$ cat src/rtl/rbm_pkg.sv
// Shared types and helpers for the RBM visible-layer reconstruction engine:
// controller states, accumulator sizing, piecewise-linear sigmoid and LFSR taps.
package rbm_pkg;

  typedef enum logic [2:0] {
    IDLE = 3'd0,
    MAC  = 3'd1,
    POST = 3'd2,
    DONE = 3'd3
  } state_t;

  // Fibonacci taps 16,14,13,11 expressed as a mask over state bits [15:0]
  localparam logic [15:0] LFSR_TAPS = 16'hB400;

  function automatic int acc_width(input int n, input int nh);
    return n + $clog2(nh) + 1;
  endfunction

  // Slope set by the shift, centred on 128, clamped to the 9-bit range 0..256
  function automatic logic [8:0] sigmoid_pla(input int s, input int shift);
    int t;
    t = (s >>> shift) + 128;
    if (t < 0) return 9'd0;
    if (t > 256) return 9'd256;
    return 9'(t);
  endfunction

endpackage

$ cat src/rtl/rbm_lfsr16.sv
// 16-bit Fibonacci LFSR providing the random threshold for stochastic sampling.
module rbm_lfsr16
  import rbm_pkg::*;
#(
  parameter logic [15:0] SEED = 16'hACE1
) (
  input  logic        clk,
  input  logic        reset,
  input  logic        step,
  output logic [15:0] state
);

  always_ff @(posedge clk) begin
    if (reset) begin
      state <= SEED;
    end else if (step) begin
      state <= {state[14:0], ^(state & LFSR_TAPS)};
    end
  end

endmodule

$ cat src/rtl/rbm_visible_recon_engine.sv
// RBM visible-layer reconstruction: per neuron, LANES-wide MAC over the hidden vector,
// bias add, PWL sigmoid, then a threshold or LFSR-stochastic decision.
module rbm_visible_recon_engine
  import rbm_pkg::*;
#(
  parameter int          NV        = 16,
  parameter int          NH        = 16,
  parameter int          N         = 8,
  parameter int          LANES     = 4,
  parameter int          SIG_SHIFT = 4,
  parameter logic [15:0] LFSR_SEED = 16'hACE1
) (
  input  logic                  clk,
  input  logic                  reset,
  input  logic                  start,
  input  logic                  mode,
  input  logic [NH-1:0]         h_in,
  input  logic                  w_wr_en,
  input  logic [$clog2(NV)-1:0] w_wr_row,
  input  logic [$clog2(NH)-1:0] w_wr_col,
  input  logic [N-1:0]          w_wr_data,
  input  logic                  b_wr_en,
  input  logic [$clog2(NV)-1:0] b_wr_addr,
  input  logic [N-1:0]          b_wr_data,
  output logic                  busy,
  output logic                  done,
  output logic [NV-1:0]         v_out,
  output logic [2:0]            state_display
);

  localparam int ACC_W = acc_width(N, NH);
  localparam int RW    = $clog2(NV);
  localparam int CW    = $clog2(NH);
  localparam int IDX_W = $clog2(NV * NH);

  generate
    if ((NH % LANES) != 0) begin : g_lane_check
      $error("NH must be a multiple of LANES");
    end
    if (LFSR_SEED == 16'h0000) begin : g_seed_check
      $error("LFSR_SEED must be non-zero");
    end
  endgenerate

  state_t                   state;
  logic [RW-1:0]            row;
  logic [CW-1:0]            col;
  logic signed [ACC_W-1:0]  acc;
  logic signed [ACC_W-1:0]  lane_sum;
  logic signed [ACC_W-1:0]  s_sum;
  logic [8:0]               p_val;
  logic                     sample;
  logic [NH-1:0]            h_reg;
  logic                     mode_reg;
  logic [NV-1:0]            v_shadow;
  logic [15:0]              lfsr;
  logic                     unused_lfsr_hi;

  logic signed [N-1:0] w_mem [NV*NH];
  logic signed [N-1:0] b_mem [NV];

  // Coefficient memories are not reset and only accept writes while idle
  always_ff @(posedge clk) begin
    if (state == IDLE) begin
      if (w_wr_en) w_mem[IDX_W'(int'(w_wr_row) * NH + int'(w_wr_col))] <= w_wr_data;
      if (b_wr_en) b_mem[b_wr_addr] <= b_wr_data;
    end
  end

  always_comb begin
    lane_sum = '0;
    for (int k = 0; k < LANES; k++) begin
      if (h_reg[int'(col) + k]) begin
        lane_sum = lane_sum + ACC_W'(w_mem[IDX_W'(int'(row) * NH + int'(col) + k)]);
      end
    end
  end

  always_comb begin
    s_sum  = acc + ACC_W'(b_mem[row]);
    p_val  = sigmoid_pla(int'(s_sum), SIG_SHIFT);
    sample = mode_reg ? (p_val > {1'b0, lfsr[7:0]}) : !s_sum[ACC_W-1];
  end

  rbm_lfsr16 #(
    .SEED(LFSR_SEED)
  ) u_lfsr (
    .clk  (clk),
    .reset(reset),
    .step (state == POST),
    .state(lfsr)
  );

  assign unused_lfsr_hi = ^lfsr[15:8];

  always_ff @(posedge clk) begin
    if (reset) begin
      state         <= IDLE;
      busy          <= 1'b0;
      done          <= 1'b0;
      v_out         <= '0;
      state_display <= IDLE;
      row           <= '0;
      col           <= '0;
      acc           <= '0;
      h_reg         <= '0;
      mode_reg      <= 1'b0;
      v_shadow      <= '0;
    end else begin
      done <= 1'b0;
      case (state)
        IDLE: begin
          if (start) begin
            h_reg         <= h_in;
            mode_reg      <= mode;
            acc           <= '0;
            row           <= '0;
            col           <= '0;
            state         <= MAC;
            busy          <= 1'b1;
            state_display <= MAC;
          end
        end
        MAC: begin
          acc <= acc + lane_sum;
          col <= col + CW'(LANES);
          if (col == CW'(NH - LANES)) begin
            state         <= POST;
            state_display <= POST;
          end
        end
        POST: begin
          v_shadow[row] <= sample;
          acc           <= '0;
          if (row == RW'(NV - 1)) begin
            state         <= DONE;
            state_display <= DONE;
          end else begin
            row           <= row + 1'b1;
            col           <= '0;
            state         <= MAC;
            state_display <= MAC;
          end
        end
        DONE: begin
          v_out         <= v_shadow;
          done          <= 1'b1;
          busy          <= 1'b0;
          state         <= IDLE;
          state_display <= IDLE;
        end
        default: begin
          state         <= IDLE;
          busy          <= 1'b0;
          state_display <= IDLE;
        end
      endcase
    end
  end

endmodule

$ cat config.mk
export PLATFORM = sky130hd
export DESIGN_NAME = rbm_visible_recon_engine
export DESIGN_NICKNAME = d
export VERILOG_FILES = /design/src/rtl/rbm_pkg.sv /design/src/rtl/rbm_lfsr16.sv /design/src/rtl/rbm_visible_recon_engine.sv
export SDC_FILE = /design/constraint.sdc
export NUM_CORES = 2
export LEC_CHECK = 0
export BUFFER_PORTS_ARGS = -buffer_cell sky130_fd_sc_hd__buf_2
export CORE_ASPECT_RATIO = 1.75
export CORE_MARGIN = 2
export CORE_UTILIZATION = 30
export CTS_CLUSTER_SIZE = 40
export DETAILED_ROUTE_END_ITERATION = 16
export HOLD_SLACK_MARGIN = 0.06
export SYNTH_ARGS = -nofsm -noshare
export SYNTH_HDL_FRONTEND = slang
export SYNTH_SLANG_ARGS = --single-unit
$ cat constraint.sdc
create_clock -name clk -period 23.6 [get_ports clk]
set_clock_uncertainty 0.15 [all_clocks]
set_input_delay 1.18 -clock clk [delete_from_list [all_inputs] [get_ports clk]]
set_output_delay 1.18 -clock clk [all_outputs]
set_load 0.03 [all_outputs]
# Word level (Yosys, flattened, before mapping)
# Memory sizes are Yosys's and may differ from the RTL's. A register that Yosys moved wholly into a read port is not among the register bits.
# Index checks and enable logic that the tools add are counted.
[totals]
ff_bits = 91
ram_bits = 2176
in_bits = 50
word_cells = 108
memories = 2
[classes]
add_sub_neg = 16
order_cmp = 9
eq_ne = 8
mux = 48
n_bitwise = 1
n_reduce_logical = 13
[memory_table]
columns = ["name", "depth", "word_bits", "read_ports", "rd_ports_with_merged_regs", "write_ports", "line", "text"]
rows = [
  ["w_mem", 256, 8, 4, 0, 1, "rbm_visible_recon_engine.sv:59", "logic signed [N-1:0] w_mem [NV*NH];"],
  ["b_mem", 16, 8, 1, 1, 1, "rbm_visible_recon_engine.sv:60", "logic signed [N-1:0] b_mem [NV];"],
]
[ops]
columns = ["cell", "count"]
rows = [
  ["$mux 13", 5],
  ["$add 13x8->13", 4],
  ["$pmux 13 s3", 1],
  ["$mux 9", 4],
  ["$mux 1", 20],
  ["$mux 4", 5],
  ["$add 8x2->8 const B", 2],
  ["$add 8x4->8", 2],
  ["$bmux 1 s4", 4],
  ["$bwmux 16", 1],
  ["$reduce_xor 16->1", 1],
  ["$lt 5x5->1 const B", 3],
  ["$add 13x13->13", 1],
  ["$pmux 4 s3", 1],
  ["$add 4x2->5 const B", 2],
  ["$add 9x9->10 const B", 1],
  ["$gt 10x10->1 const B", 1],
  ["$lt 10x1->1 const B", 1],
  ["$lt 4x5->1 const B", 2],
  ["$gt 9x8->1", 1],
  ["$pmux 3 s3", 1],
  ["$add 8x3->8 const B", 1],
  ["$eq 4x4->1 const B", 2],
  ["$pmux 4 s2", 1],
  ["20 further kinds", 28],
]

# Depth between registers and ports, before layout
[logic_depth]
word_depth = 11
depth_mapped = 44
ltp_nobuf = 39

# Cells and area by module
# From an unflattened synthesis, not the netlist that was laid out.
[unflattened]
cells_unflattened = 4329
hier_area_um2 = 90396.7
[by_module_without_submodules]
columns = ["module", "n_inst", "cells_each", "area_each_um2", "seq_area_each_um2"]
rows = [
  ["rbm_visible_recon_engine", 1, 4274, 89777.4, 66864.1],
  ["rbm_lfsr16", 1, 55, 619.3, 320.3],
]

# Worst setup path after synthesis
# No wires, ideal clock.
[synth_timing]
kind = "register to register"
from = "register col[2]"
to = "register acc[12]"
arrival_time_ps = 8627
slack_ps = 14695
path_stages_with_launch = 41
n_path_buf = 6
period_less_slack_ps = 8905
cell_sequence = "dfxtp_1 buf_2 buf_2 buf_4 buf_4 clkbuf_1 clkbuf_1 mux4_2 mux4_2 mux4_2 ha_1 fa_1 a21o_1 a21oi_1 o21ba_2 o21bai_1 xor2_1 mux2_2 [... 5 more ...] xor2_1 nand2_1 nand2_1 ha_1 nand2_1 o21ai_0 nor2_1 xnor2_1 mux2_2 ha_1 nand3_1 nand2_1 a41o_1 o41ai_1 xnor3_1 xor2_1 nand3_1 o211ai_1"
[synth_between]
elab_chain_len = 11
[synth_rtl]
columns = ["element", "line", "text"]
rows = [
  ["start, declared", "rbm_visible_recon_engine.sv:47", "logic [CW-1:0] col;"],
  ["start signal, assigned", "rbm_visible_recon_engine.sv:126", "col <= col + CW'(LANES);"],
  ["$add 8x4->8 (tied with other cells)", "rbm_visible_recon_engine.sv:74", "lane_sum = lane_sum + ACC_W'(w_mem[IDX_W'(int'(row) * NH + int'(col) + k)]);"],
  ["$add 8x2->8 (tied with other cells)", "rbm_visible_recon_engine.sv:74", ""],
  ["$mem_v2 256x8 (tied with other cells)", "--", ""],
  ["$add 13x8->13 or $mux 1 (tied branches)", "rbm_visible_recon_engine.sv:74, rbm_visible_recon_engine.sv:73", ""],
  ["$mux 13", "rbm_visible_recon_engine.sv:73", "if (h_reg[int'(col) + k]) begin"],
  ["$add 13x8->13", "rbm_visible_recon_engine.sv:74", ""],
  ["$mux 13", "rbm_visible_recon_engine.sv:73", ""],
  ["$add 13x8->13", "rbm_visible_recon_engine.sv:74", ""],
  ["$mux 13 (*)", "rbm_visible_recon_engine.sv:73", ""],
  ["$add 13x13->13 (*)", "rbm_visible_recon_engine.sv:125", "acc <= acc + lane_sum;"],
  ["$pmux 13 s3 (*)", "rbm_visible_recon_engine.sv:111", "case (state)"],
  ["end signal, assigned", "rbm_visible_recon_engine.sv:125", ""],
  ["end, declared", "rbm_visible_recon_engine.sv:48", "logic signed [ACC_W-1:0] acc;"],
]
# Mark *: on every way between the ends. The rest lies on a longest branch, timed or not. The select of a mux whose other input is x is not followed.
# A chain may end at the register's enable or synchronous reset.

# Worst setup path after layout
[layout_timing]
from = "register col[3]"
to = "register acc[12]"
# The elaborated chain is that of the path after synthesis.

==> flow_summary.toml <==
[power_and_ir_drop]
seqPwrFrac = 0.498
comb_power_share = 0.151
ir_worst_vdd_uv = 61.2
p_clk_frac = 0.351
p_total_w = 0.00897
swShare = 0.248
internal_power_w = 0.00674
power_density_mw_per_mm2 = 88.1
p_sw_w = 0.00223
p_leak_nw = 30.5

[yosys]
yosysTopAreaCell = "edfxtp_1"
ys_seq_elements = 2268
synth.cell_area_mm2 = 0.0905
synth-edff-count = 2176
async_reset_ff_frac = 0
ys_seq_area_frac = 0.742
yosys.cell_types.count = 73
syn_area_per_cell_um2 = 20.9
yosys_most_used_dff = "edfxtp_1"
yosys.area.top_type_share = 0.722
synth_warnings = 0
ys_top_cells_by_area = "edfxtp_1 (72%), mux4_2 (17%), dfxtp_1 (2.0%), nor2_1 (1.5%), ha_1 (1.0%)"
postSynthCellCount = 4338
synthesis.nets = 4465

[final_layout]
regMostFlops = "w_mem"
fin_area_mm2 = 0.102
layout-drive-gt1-share = 0.255
fill_cells = 28100
largest_reg_flops = 2048
area_delta_synth_final_pct = 12.5
finalNetCount = 4580
biggestRegsByFlops = "w_mem: 2048 flops, b_mem: 128 flops"

[critical_path]
max_stage_delay_ns = 0.72
cp_max_fo = 86
endpoint_kind = "register"
crit_required_ns = 24.15
worst_setup_path_start_kind = "register"
r2r_slack_ns = 12.51
path_common_cell = "ha_1"
cp.arrival_ns = 11.64
crit_slowest_cell = "buf_4"
crit_type = "reg2reg"

[cts]
cts_tree = "yes"
cts_resized = 0
cts_made_buffers = 194
cts_sinks = 2268
clock_insertion_delay_worst_skew_ns = 0.88
clock_tree.root_cell = "clkbuf_16"
hold_buffers = 0
clkTransAtPathRegs_ns = 0.07
post-cts-setup-buffers = 0
cts_buffer_depth = 4
htreeDepth = 4

[placed_design]
postPlaceCellArea_mm2 = 0.0957
numPortBuffers = 69
post-place-ws_ns = 12.51
gp_congestion = 0.843
place_hpwl_mm = 150

[die]
rows = 266
die_area_mm2 = 0.306
die_w_um = 419
core_mm2 = 0.300
dieHeight_um = 731
initial_core_util = 0.302
ios = 71

[routing]
vias_per_cell = 4.94
antenna_left = 0
drt-total-wl_mm = 229
drtIter0Drc = 3912
num_vias = 42600
firstDrtPassIters = 5
drc = 0
wl_per_cell_um = 26.6

[timing]
hold_viol_final = 0
setup_viol = 0
setup_tns_ns = 0
layout_setup_ws_ns = 12.51
post-route-period-util = 0.470
clock.fmax_ghz = 0.0902
tightest_slew_ns = 1.15
max_slew_margin = 0.235
rsz0062_at_grt = "no"
finalMaxSlewViolations = 0
period_minus_slack_ns = 11.09

[global_route]
grt_antenna_before_repair = 11
use_met1 = 0.157
global_route.usage.total = 0.147
grt_overflow = 0
grt_max_degree = 117
met3_usage = 0.0170
grt_pass1_wl_mm = 328
grt_pass1_vias = 45000
grt_busiest_layer = "met2"
met2_usage = 0.285

[status]
status = "completed"

[min_path]
hold_class = "reg2reg"

[run]
max-cap-violations = 0
==> stage by stage <==
| step | instances | utilization | hold WS [ns] |
|---|---|---|---|
| 6_report | 8627 | 0.339 | 0.318 |
| 5_1_grt | 8625 | 0.339 | 0.334 |
| 4_1_cts | 8622 | 0.339 | 0.313 |
| 3_5_place_dp | 8277 | 0.319 | 0.303 |
| 3_3_place_gp | 8277 | 0.319 | 0.298 |
| 2_1_floorplan | 4338 | - | 0.283 |
==> cells in the final DEF, fill, tap and decap left out, drive strengths merged, types with 9 or more instances in the layout <==
master	Yosys	layout
o22ai	9	9
o211ai	9	9
o21a	10	10
xor2	14	14
a21oi	78	78
xnor2	29	29
inv	48	53
and2	15	15
nor3	24	24
clkinvlp	0	11
a211oi	21	21
bufinv	0	14
mux2	31	31
a21o	10	10
nand2	117	117
a311oi	20	20
nand3	36	36
dfxtp	92	92
buf	106	166
edfxtp	2176	2176
mux2i	70	70
nor2	355	355
mux4	680	680
o21ai	29	29
nand2b	13	13
ha	73	73
nor2b	21	21
clkinv	1	70
a22oi	9	9
clkbuf	144	249
nand4	13	13
==> per-layer routing <==
| metal | wire length (um) | vias up |
|---|---|---|
| li1 | - | 18100 |
| met1 | 79500 | 22900 |
| met2 | 128000 | 1232 |
| met3 | 9810 | 376 |
| met4 | 11700 | 4 |
| met5 | 23 | - |
==> critical path, delay by kind of cell, from the launching register on <==
family	cells	cell delay, ns
simple gates	3	0.43
compound gates	12	3.00
mux	4	2.02
buf+inv	4	2.35
xor+xnor	4	0.68
fa+ha+maj	5	1.53
flops	1	0.61
==> path summary, 6_finish.rpt <==
check | start | end | depth (start not counted)
setup / recovery | col[3] | acc[12] | 32
hold / removal | h_reg[6] | h_reg[6] | 2
setup reg to reg | col[3] | acc[12] | 32
hold reg to reg | h_reg[6] | h_reg[6] | 2
==> power groups by stage <==
| stage | Clock, W | Sequential (W) | Combinational (W) |
|---|---|---|---|
| 3_5_place_dp | 0 | 0.00456 | 0.00137 |
| 2_1_floorplan | 0 | 0.00454 | 0.000948 |
| 4_1_cts | 0.00321 | 0.00447 | 0.00138 |
| 6_report | 0.00315 | 0.00447 | 0.00135 |
| 5_1_grt | 0.00334 | 0.00447 | 0.00145 |
| 3_3_place_gp | 0 | 0.00456 | 0.00136 |
==> layout make-up <==
class                      count  area [um^2]  share of cell area
inverter                      49          189             0.00186
clock buffer                 246         5220              0.0512
clock inverter                99          862             0.00847
antenna                        5         12.5            0.000123
tap                         4020         5030              0.0494
sequential                  2268        67200               0.660
multi-input combinational   1771        22100               0.217
timing repair buffer         169         1220              0.0120
==> Yosys cell counts, types with 6 or more instances <==
cell type and count:
o22ai_1 9, clkbuf_1 143, a211oi_1 21, ha_1 73
nor2b_1 21, a21oi_1 78, nand2b_1 13, a21o_1 10
and3_1 7, and2_1 12, nand3_1 36, o21bai_1 7
a22oi_1 9, inv_1 47, mux4_2 678, mux2i_1 70
mux2_2 31, xor2_1 14, nor4_1 6, nand4_1 13
buf_2 62, edfxtp_1 2176, a311oi_1 20, o211ai_1 7
o21ai_0 28, xnor2_1 28, buf_1 30, o21a_1 10
dfxtp_1 92, nor3_1 24, buf_4 11, nand2_1 116
nor2_1 355
==> cells by family after synthesis <==
group	synth area share
AO/OA/AOI/OAI	0.0176
XOR/XNOR	0.00462
adder cells (fa/ha/maj)	0.0110
buffers and inverters	0.0140
flip-flops	0.742
multiplexers	0.181
other	0.0000414
AND/OR/NAND/NOR	0.0299
Power figures use the tool's default switching activity.
